$ cat src/rtl/lc3_pkg.sv
// Shared LC-3 decode constants: immediate/offset field widths and extension modes.
// Also provides the default geometry used by the immediate extender.
package lc3_pkg;

  localparam int LC3_DATA_W    = 16;
  localparam int LC3_IN_W      = 12;
  localparam int LC3_WID_W     = 4;
  localparam int LC3_ERR_CNT_W = 8;

  localparam logic [LC3_WID_W-1:0] W_IMM5    = 4'd5;
  localparam logic [LC3_WID_W-1:0] W_OFF6    = 4'd6;
  localparam logic [LC3_WID_W-1:0] W_PCOFF9  = 4'd9;
  localparam logic [LC3_WID_W-1:0] W_PCOFF11 = 4'd11;

  localparam logic EXT_ZERO = 1'b0;
  localparam logic EXT_SIGN = 1'b1;

endpackage

$ cat src/rtl/sext_core.sv
// Combinational field extender: keeps the low 'width' bits of 'value' and fills the rest
// with zeros or the field's top bit. Illegal widths (0 or > IN_W) give zero and raise err.
module sext_core #(
  parameter int IN_W   = 12,
  parameter int DATA_W = 16,
  parameter int WID_W  = 4
) (
  input  logic [IN_W-1:0]   value,
  input  logic [WID_W-1:0]  width,
  input  logic              sext,
  output logic [DATA_W-1:0] result,
  output logic              err
);

  logic              legal;
  logic              sign_bit;
  logic [DATA_W-1:0] keep_mask;
  logic [DATA_W-1:0] value_ext;

  always_comb begin
    legal     = (width != '0) && (32'(width) <= IN_W);
    value_ext = DATA_W'(value);
    keep_mask = ~({DATA_W{1'b1}} << width);
    // The field's top bit; the shift amount is only meaningful when width is legal.
    sign_bit  = |(value & (IN_W'(1) << (width - WID_W'(1))));
    if (legal) begin
      result = (value_ext & keep_mask) | ((sext && sign_bit) ? ~keep_mask : '0);
      err    = 1'b0;
    end else begin
      result = '0;
      err    = 1'b1;
    end
  end

endmodule

$ cat src/rtl/imm_ext_pipe.sv
// Two-stage valid/ready immediate extender: stage 1 holds the raw field, stage 2 the
// extended result. Also keeps a saturating count of illegal-width results delivered.
module imm_ext_pipe
  import lc3_pkg::*;
#(
  parameter int DATA_W    = LC3_DATA_W,
  parameter int IN_W      = LC3_IN_W,
  parameter int WID_W     = LC3_WID_W,
  parameter int ERR_CNT_W = LC3_ERR_CNT_W
) (
  input  logic                 clk,
  input  logic                 rst_n,
  input  logic                 in_valid,
  output logic                 in_ready,
  input  logic [IN_W-1:0]      in_value,
  input  logic [WID_W-1:0]     in_width,
  input  logic                 in_sext,
  output logic                 out_valid,
  input  logic                 out_ready,
  output logic [DATA_W-1:0]    out_value,
  output logic                 out_err,
  output logic [ERR_CNT_W-1:0] err_count
);

  logic              s1_valid;
  logic [IN_W-1:0]   s1_value;
  logic [WID_W-1:0]  s1_width;
  logic              s1_sext;

  logic              s2_valid;
  logic [DATA_W-1:0] s2_value;
  logic              s2_err;

  logic              s1_take;
  logic              s2_take;
  logic [DATA_W-1:0] core_result;
  logic              core_err;

  // A stage may load when it is empty or its contents move on this same cycle;
  // in_ready therefore follows out_ready combinationally.
  assign s2_take  = !s2_valid || out_ready;
  assign s1_take  = !s1_valid || s2_take;
  assign in_ready = s1_take;

  always_ff @(posedge clk or negedge rst_n) begin
    if (!rst_n) begin
      s1_valid <= 1'b0;
      s1_value <= '0;
      s1_width <= '0;
      s1_sext  <= 1'b0;
    end else if (s1_take) begin
      s1_valid <= in_valid;
      if (in_valid) begin
        s1_value <= in_value;
        s1_width <= in_width;
        s1_sext  <= in_sext;
      end
    end
  end

  sext_core #(
    .IN_W   (IN_W),
    .DATA_W (DATA_W),
    .WID_W  (WID_W)
  ) u_sext_core (
    .value  (s1_value),
    .width  (s1_width),
    .sext   (s1_sext),
    .result (core_result),
    .err    (core_err)
  );

  always_ff @(posedge clk or negedge rst_n) begin
    if (!rst_n) begin
      s2_valid <= 1'b0;
      s2_value <= '0;
      s2_err   <= 1'b0;
    end else if (s2_take) begin
      s2_valid <= s1_valid;
      if (s1_valid) begin
        s2_value <= core_result;
        s2_err   <= core_err;
      end
    end
  end

  always_ff @(posedge clk or negedge rst_n) begin
    if (!rst_n) begin
      err_count <= '0;
    end else if (s2_valid && out_ready && s2_err && (err_count != '1)) begin
      err_count <= err_count + ERR_CNT_W'(1);
    end
  end

  assign out_valid = s2_valid;
  assign out_value = s2_value;
  assign out_err   = s2_err;

endmodule

$ cat config.mk
export PLATFORM = sky130hd
export DESIGN_NAME = imm_ext_pipe
export DESIGN_NICKNAME = d
export VERILOG_FILES = /design/src/rtl/lc3_pkg.sv /design/src/rtl/sext_core.sv /design/src/rtl/imm_ext_pipe.sv
export SDC_FILE = /design/constraint.sdc
export NUM_CORES = 1
export LEC_CHECK = 0
export ABC_AREA = 1
export CAP_MARGIN = 5
export CORE_MARGIN = 4
export CORE_UTILIZATION = 47
export DETAILED_ROUTE_END_ITERATION = 10
export PLACE_DENSITY_LB_ADDON = 0.08
export SLEW_MARGIN = 20
export SYNTH_ARGS = -nofsm -noshare
export SYNTH_HDL_FRONTEND = slang
export SYNTH_HIERARCHICAL = 1
export SYNTH_SLANG_ARGS = --single-unit
$ cat constraint.sdc
create_clock -name clk -period 4 [get_ports clk]
set_input_delay 0.8 -clock clk [delete_from_list [all_inputs] [get_ports clk]]
set_output_delay 0.8 -clock clk [all_outputs]
set_load 0.005 [all_outputs]
==> results.md, run 1 <==
- DRT iter0 DRCs: 68
- Slowest cell on the critical path: clkdlybuf4s50_1
- Synth Area per Inst: 8.05 um2
- Ys async rst share: 100%
- Post-route ant nets: 0
- Reg2reg setup slack: 1.54 ns
- Hold Path Class: register to register
- Peak VDD IR: 0.000204 V
- CP Cell Sequence: clkdlybuf4s50_1 > inv_1 > nand3_4 > clkdlybuf4s50_1
- Worst Skew: 0.00368 ns
- Yosys cell types: 29
- Clock latency on the worst-skew pair: 0.29 ns
- Fin. Hold Viols: 0
- Die X: 80.8 um
- Period utilization: 74.4%
- Worst-Margin Slew: 0.794 ns
- Htree depth: 2
- Worst-path maximum fanout: 20
- Total grt overflow: 0
- RSZ-0062 raised after global routing: false
- Max Slew Vio Count: 0
- CP Class: input pin to primary output
- Clk buf depth: 2
- Vias in the first global route: 1,859
- Die H: 80.8 um
- Routed WL: 5.07 mm
- GP Congestion: 0.922
- Root buffer cell: clkbuf_8
- Final-report setup violation count: 0
- Via count: 2,035
- CTS Hold Bufs: 0
- Nets: 371
- FILL cells: 505
- Initial Util: 48.7%
- Share of cells above drive strength 1: 13.2%
- Most common cell on crit path: clkdlybuf4s50_1
- Inserted Diodes: 0
- All-Layer GR Usage: 16.7%
- Fin Setup TNS: 0 ns
- Area of the multi-input gates: 1180 um2
- DRC Markers: 0
- Outcome: completed
- HPWL after DPL: 3.70 mm
- Most area-hungry cell type in the Yosys netlist: dfrtp_1
- Buffers on Ports: 47
- Core Region: 5110 um2
- Static leakage: 1.47 nW
- Synthesized flop and latch total: 44
- Slew HR: 46.9%
- CP required: 3.20 ns
- # IOs: 48
- Most numerous cell in the Yosys netlist: nand2_1
- Type of origin of the critical path: input pin
- Yosys warns: 6
- Post-CTS setup buffers: 0
- Fmax: 0.336 GHz
- Vias per inst: 4.87
- Delay-heaviest family, CP: buffers and inverters
- Crit path time final: 2.98 ns
- Top cells by count, synth: 109 x nand2_1, 44 x dfrtp_1, 37 x nand3_1, 15 x inv_1, 14 x nor2_1
- Synth top area cells: dfrtp_1 44%, nand2_1 16%, nand3_1 7.4%
- Syn nets: 333
- Synthesized area: 2490 um2
- Drt wl/cell: 12.1 um
- TritonCTS Sinks: 44
- Die area: 6520 um2
- Ys flop type: dfrtp_1
- Largest net degree at the start of global routing: 45
- Max Cap Viol: 0
- Post-CTS sizing: 0
- EDFF count, synth: 0
- Worst path arrival time: 2.18 ns
- Power per Cell Area: 480 nW/um2
- CTS tree: yes
- Worst path bufs/invs: 3
- Post-synth top area share: 44.3%
- Cell count after synthesis: 309
- Seq/Total Area, Yosys: 44.3%
- Crit-path max cell delay: 0.55 ns
- Initial antenna violation count: 0
- Total iterations of the first detailed-routing run: 4
- CTS clk-pin slew, worst paths: 0.08 ns
- Layout area overhead: 20.7%
- Global-route wire length before repair: 8.51 mm
- Cts bufs inserted: 5
- Register cell area after layout: 1100 um2
- Rows: 26
- Design Power: 1.44 mW
- CP Capture Type: primary output
==> sequential cells by signal, summed over array words and instances, names as in the netlist <==
name       cells
err_count      8
out_err        1
out_valid      1
out_value     16
s1_sext        1
s1_valid       1
s1_value      12
s1_width       4
==> kinds of logic (layout without fill, tap and decap cells) <==
| group | Yosys count | in the layout | synth area share (%) |
|---|---|---|---|
| compound gates | 33 | 33 | 8.40 |
| xor+xnor | 3 | 3 | 1.06 |
| fa+ha+maj | 3 | 3 | 1.51 |
| buf+inv | 36 | 75 | 8.40 |
| flops | 44 | 44 | 44.3 |
| simple gates | 190 | 190 | 36.4 |
==> routing by layer <==
layer | track usage [%] | share of wire (%)
met3 | 4.32 | 5.0
met5 | 0 | 0
met2 | 27.9 | 47
met1 | 21.8 | 47
met4 | 4.05 | 0.53
==> worst min-delay path, cell delays in order (launching register included) <==
cell     delay, ns
dfrtp_1       0.35
nand2_1       0.05
nand2_1       0.04
==> report_power, final <==
part	internal [mW]	total (mW)	switching (mW)
registers	0.547	0.652	0.105
clock network	0.138	0.283	0.145
logic	0.263	0.507	0.244
==> layout by cell type, fill, tap and decap left out, types with 5 or more instances in the layout <==
cell	Yosys	layout
dfrtp_1	44	44
inv_1	15	15
nand2_1	109	109
nor2_1	14	14
nand2_2	6	6
nand3_1	37	37
o21ai_0	13	13
inv_2	5	5
a21oi_1	7	7
nand3_2	9	9
a21oi_2	8	8
nand4_1	5	5
clkdlybuf4s50_1	0	46
clkbuf_8	0	6
==> worst paths after layout <==
path | startpoint | to | depth (start not counted)
worst max-delay path | out_ready | in_ready | 4
worst min-delay path | out_value[14]$_DFFE_PN0P_ | out_value[14]$_DFFE_PN0P_ | 2
worst max register to register | s1_width[1]$_DFFE_PN0P_ | out_value[1]$_DFFE_PN0P_ | 10
worst min register to register | out_value[14]$_DFFE_PN0P_ | out_value[14]$_DFFE_PN0P_ | 2
max in group asynchronous | rst_n | out_value[6]$_DFFE_PN0P_ | 1
min in group asynchronous | rst_n | err_count[6]$_DFFE_PN0P_ | 1
==> cell type report <==
class	count	share of cell area, %
Sequential cell	44	36.7
Clock inverter	2	0.333
Multi-Input combinational cell	229	39.2
Clock buffer	6	2.75
Tap cell	70	2.92
Timing Repair Buffer	47	15.6
Inverter	20	2.50
==> per-stage QoR <==
stage | hold WS [ns] | std cells | worst slack, ns | cell area, um2 | utilization (%)
global placement | 0.454 | 410 | 1.04 | 2910 | 56.9
CTS | 0.477 | 418 | 1.02 | 3000 | 58.7
floorplan | 0.442 | 309 | 1.93 | 2490 | -
global route | 0.487 | 418 | 0.924 | 3000 | 58.8
detailed placement | 0.458 | 410 | 1.03 | 2910 | 56.9
finish | 0.472 | 418 | 1.02 | 3000 | 58.8
No activity file was read; power rests on OpenSTA's default activity.
==> inputs of run 2 (changes only) <==
==> constraint.sdc (replaced) <==
create_clock -name clk -period 2.9 [get_ports clk]
set_input_delay 0.58 -clock clk [delete_from_list [all_inputs] [get_ports clk]]
set_output_delay 0.58 -clock clk [all_outputs]
set_load 0.005 [all_outputs]
==> results.md, run 2 (same netlist as run 1, synthesis figures left out) <==
- Total grt overflow: 0 (unchanged)
- Root buffer cell: clkbuf_8
- Via count: 2,140 (+5.2%)
- Htree depth: 2 (unchanged)
- CP required: 2.32 ns (-0.88 ns)
- DRT iter0 DRCs: 103 (+51%)
- Reg2reg setup slack: 0.63 ns (-0.91 ns)
- Worst-Margin Slew: 0.557 ns (-0.237 ns)
- Post-CTS sizing: 0 (unchanged)
- Pre-CTS setup slack: 0.581 ns (-0.452 ns)
- Worst-path maximum fanout: 2 (-90%)
- Final-report setup violation count: 0 (unchanged)
- Worst Skew: 0.00538 ns (+0.00169 ns)
- CP Capture Type: primary output
- CTS clk-pin slew, worst paths: 0.08 ns (about the same)
- Final worst slack: 0.575 ns (-0.448 ns)
- Fin Setup TNS: 0 ns (unchanged)
- FF-to-FF path depth: 10 (unchanged)
- Vias in the first global route: 1,957 (+5.3%)
- Initial antenna violation count: 0 (unchanged)
- CP Class: input pin to primary output
- Drt wl/cell: 12.4 um (+2.4%)
- Buffers on Ports: 47 (unchanged)
- Period utilization: 80.2%
- Fmax: 0.430 GHz
- Global-route wire length before repair: 9.09 mm (+6.8%)
- Clk buf depth: 2 (unchanged)
- Design Power: 2.00 mW (+39%)
- Inserted Diodes: 0 (unchanged)
- Max Cap Viol: 0 (unchanged)
- Outcome: completed
- TritonCTS Sinks: 44 (unchanged)
- Worst path arrival time: 1.74 ns (-0.44 ns)
- Most frequent cells in the layout: 109 x nand2_1, 46 x clkdlybuf4s50_1, 44 x dfrtp_1, 37 x nand3_1, 15 x inv_1
- Routed WL: 5.26 mm (+3.6%)
- RSZ-0062 raised after global routing: false
- Die X: 80.8 um (unchanged)
- Most common cell after layout, fill and taps aside: nand2_1
- Largest net degree at the start of global routing: 45 (unchanged)
- Post-CTS setup buffers: 0 (unchanged)
- Die area: 6520 um2 (unchanged)
- Static leakage: 1.50 nW (+1.7%)
- Max reg flops: 16 (unchanged)
- CTS Hold Bufs: 0 (unchanged)
- Dpl cell area: 2940 um2 (+1.0%)
- Fin. Hold Viols: 0 (unchanged)
- Max Slew Vio Count: 0 (unchanged)
- Finished Core Util: 59.8% (+1.0 points)
- Share of cells above drive strength 1: 13.9% (+0.66 points)
- Dpl cells: 414 (+0.98%)
- Die H: 80.8 um (unchanged)
- Layout area overhead: 22.8%
- GP Congestion: 0.933 (+1.2%)
- Hold Path Class: input pin to async pin
- Total iterations of the first detailed-routing run: 4 (unchanged)
- All-Layer GR Usage: 17.8% (+1.1 points)
- Peak VDD IR: 0.000297 V (+46%)
- Crit path time final: 2.32 ns
- Type of origin of the critical path: input pin
- WHS: 0.271 ns (-0.201 ns)
- Final Instance Area: 3050 um2 (+1.8%)
- Initial Util: 48.7% (unchanged)
- DRC Markers: 0 (unchanged)
- # IOs: 48 (unchanged)
- Power per Cell Area: 655 nW/um2 (+36%)
- Cts bufs inserted: 5 (unchanged)
- CTS tree: yes
- Clock latency on the worst-skew pair: 0.28 ns (about the same)
- Finished Layout Cells: 423 (+1.2%)
- Rows: 26 (unchanged)
- RR Startpoint: s1_width[2]$_DFFE_PN0P_
- Core Region: 5110 um2 (unchanged)
- HPWL after DPL: 3.89 mm (+5.1%)
- Nets: 376 (+1.3%)
- Post-route ant nets: 0 (unchanged)
- Vias per inst: 5.06 (+3.9%)
- Crit path from: out_ready
- Reg2Reg Capture Point: out_value[4]$_DFFE_PN0P_
- Slew HR: 62.9% (+16 points)
run 2: worst max-delay path by stage:
stage / to / slack [ns] / cells after the start
after CTS: in_ready / 0.57 / 4
after floorplan: out_value[10]$_DFFE_PN0P_ / 0.98 / 13
after global placement: in_ready / 0.58 / 4
after global routing: out_value[4]$_DFFE_PN0P_ / 0.40 / 10
after detailed placement: in_ready / 0.58 / 4
final: in_ready / 0.58 / 4
run 2: layer usage:
metal  wire, um  global-route usage [%]
met1       2340                    23.0
met2       2540                    30.0
met3        269                    3.55
met4         97                    5.91
met5          0                       0
run 2: worst max-delay path: stages:
cell and delay, ns:
clkdlybuf4s50_1 0.48, inv_1 0.09, nand3_4 0.08, clkdlybuf4s50_1 0.51
run 2: power by group:
part / internal, mW / total (mW) / switching [mW] / leakage (nW)
combinational: 0.374 / 0.731 / 0.358 / 0.898
sequential: 0.755 / 0.885 / 0.131 / 0.556
clock: 0.194 / 0.385 / 0.191 / 0.0455
run 2: area by class of cell:
class / instances / area, um2
Clock buffer: 8 / 90.1
Sequential cell: 44 / 1100
Multi-Input combinational cell: 229 / 1180
Tap cell: 70 / 87.6
Inverter: 20 / 75.1
Fill cell: 512 / 2050
Timing Repair Buffer: 52 / 523
==> inputs of run 3 (changes only) <==
==> constraint.sdc (replaced) <==
create_clock -name clk -period 2.22 [get_ports clk]
set_input_delay 0.444 -clock clk [delete_from_list [all_inputs] [get_ports clk]]
set_output_delay 0.444 -clock clk [all_outputs]
set_load 0.005 [all_outputs]
==> results.md, run 3 (same netlist as run 1, synthesis figures left out) <==
- Global Route met1 Usage: 23.9% (+0.89 points)
- Global routing usage on met2: 33.2% (+3.1 points)
- Share of cells above drive strength 1: 15.4% (+1.5 points)
- Layout area overhead: 23.8%
- Vias per inst: 5.04 (-0.29%)
- Fin. Hold Viols: 0 (unchanged)
- Post-CTS sizing: 0 (unchanged)
- Slowest cell on the critical path: clkdlybuf4s50_1
- Drt wl/cell: 12.9 um (+3.5%)
- HPWL after DPL: 4.25 mm (+9.2%)
- Routed WL: 5.50 mm (+4.7%)
- Crit path time final: 2.06 ns
- Initial Util: 48.7% (unchanged)
- Inserted Diodes: 0 (unchanged)
- Most common cell after layout, fill and taps aside: nand2_1
- Max Slew Vio Count: 0 (unchanged)
- Design Power: 2.61 mW (+31%)
- Register cell area after layout: 1100 um2 (unchanged)
- CTS Hold Bufs: 0 (unchanged)
- CP required: 1.78 ns (-0.54 ns)
- # IOs: 48 (unchanged)
- Most common cell on crit path: clkdlybuf4s50_1
- Power per Cell Area: 849 nW/um2 (+29%)
- Initial antenna violation count: 0 (unchanged)
- Clock latency on the worst-skew pair: 0.29 ns (about the same)
- Worst path arrival time: 1.61 ns (-0.13 ns)
- TritonCTS Sinks: 44 (unchanged)
- Nets: 382 (+1.6%)
- Worst Skew: 0.00188 ns (-0.00350 ns)
- Via count: 2,159 (+0.89%)
- Rows: 26 (unchanged)
- Global-route wire length before repair: 9.68 mm (+6.4%)
- Area of the multi-input gates: 1180 um2 (unchanged)
- DRT iter0 DRCs: 122 (+18%)
- Root buffer cell: clkbuf_8
- Slew HR: 64.0% (+1.2 points)
- CP Cell Sequence: clkdlybuf4s50_1 > inv_1 > nand3_4 > clkdlybuf4s50_1
- Total grt overflow: 0 (unchanged)
- DRC Markers: 0 (unchanged)
- Type of origin of the critical path: input pin
- Clk buf depth: 2 (unchanged)
- Post-route ant nets: 0 (unchanged)
- Final-report setup violation count: 0 (unchanged)
- CP Capture Type: primary output
- Die area: 6520 um2 (unchanged)
- CTS tree: yes
- Die X: 80.8 um (unchanged)
- All-Layer GR Usage: 19.4% (+1.5 points)
- Static leakage: 1.52 nW (+1.4%)
- Most frequent cells in the layout: 109 x nand2_1, 46 x clkdlybuf4s50_1, 44 x dfrtp_1, 37 x nand3_1, 15 x inv_1
- Top Usage Layer GRT: met2
- Peak VDD IR: 0.000508 V (+71%)
- Cts bufs inserted: 5 (unchanged)
- Fin Setup TNS: 0 ns (unchanged)
- Htree depth: 2 (unchanged)
- Period utilization: 92.7%
- CTS clk-pin slew, worst paths: 0.07 ns (about the same)
- WHS: 0.127 ns (-0.145 ns)
- GRT met3 Usage: 4.10% (+0.55 points)
- Max reg flops: 16 (unchanged)
- GP Congestion: 0.891 (-4.5%)
- Hold Path Class: input pin to async pin
- Worst-path maximum fanout: 2 (unchanged)
- Core Region: 5110 um2 (unchanged)
- RSZ-0062 raised after global routing: false
- Total iterations of the first detailed-routing run: 4 (unchanged)
- Vias in the first global route: 2,122 (+8.4%)
- Buffers on Ports: 47 (unchanged)
- Crit-path max cell delay: 0.51 ns (about the same)
- Max Cap Viol: 0 (unchanged)
- Die H: 80.8 um (unchanged)
- Largest net degree at the start of global routing: 24 (-47%)
- Fmax: 0.486 GHz
- Post-CTS setup buffers: 0 (unchanged)
- Reg2reg setup slack: 0.21 ns (-0.42 ns)
- FILL cells: 513 (+0.20%)
- Outcome: completed
- Worst-Margin Slew: 0.540 ns (-0.0175 ns)
- CP Class: input pin to primary output
## run 3: changes by cell type in the layout (fill, tap and decap cells not counted), sizes merged
cell,delta
buf,+6
clkbuf,-2
clkinv,+1
## run 3: layout make-up
class	count	area share (%)
tap	70	2.84
clock buffer	6	2.36
clock inverter	1	0.163
inverter	20	2.44
timing repair buffer	58	18.2
sequential	44	35.8
multi-input combinational	229	38.2
## run 3: worst paths after layout
kind,startpoint,end,depth (start not counted)
worst max-delay path,out_ready,in_ready,4
max in group asynchronous,rst_n,out_value[10]$_DFFE_PN0P_,2
worst min-delay path,rst_n,err_count[5]$_DFFE_PN0P_,1
worst max register to register,s1_width[1]$_DFFE_PN0P_,out_value[2]$_DFFE_PN0P_,10
worst min register to register,out_value[8]$_DFFE_PN0P_,out_value[8]$_DFFE_PN0P_,2
min in group clk,out_value[8]$_DFFE_PN0P_,out_value[8]$_DFFE_PN0P_,2
## run 3: where the power goes
| group | switching, mW | total [mW] | internal [mW] | leakage, nW |
|---|---|---|---|---|
| Combinational | 0.502 | 1.01 | 0.508 | 0.924 |
| Clock | 0.251 | 0.465 | 0.214 | 0.0410 |
| Sequential | 0.152 | 1.14 | 0.986 | 0.556 |
| Total | 0.905 | 2.61 | 1.71 | 1.52 |
## run 3: routing by layer
layer  up-vias  wire (um)
li1       1094          -
met1      1018       2480
met2        41       2720
met3         6        220
met4         0         85
met5         -          0
## run 3: stage by stage
stage	worst slack, ns	cells	cell area, um2	util (%)
floorplan	0.304	309	2490	-
global placement	0.167	421	3000	58.8
detailed placement	0.173	421	3000	58.8
CTS	0.161	428	3080	60.3
global route	0.0509	428	3080	60.3
finish	0.162	428	3080	60.3
## run 3: critical path, delay by kind of cell
family | cells | cell delay [ns]
AND/OR/NAND/NOR | 1 | 0.09
buffers and inverters | 3 | 1.08
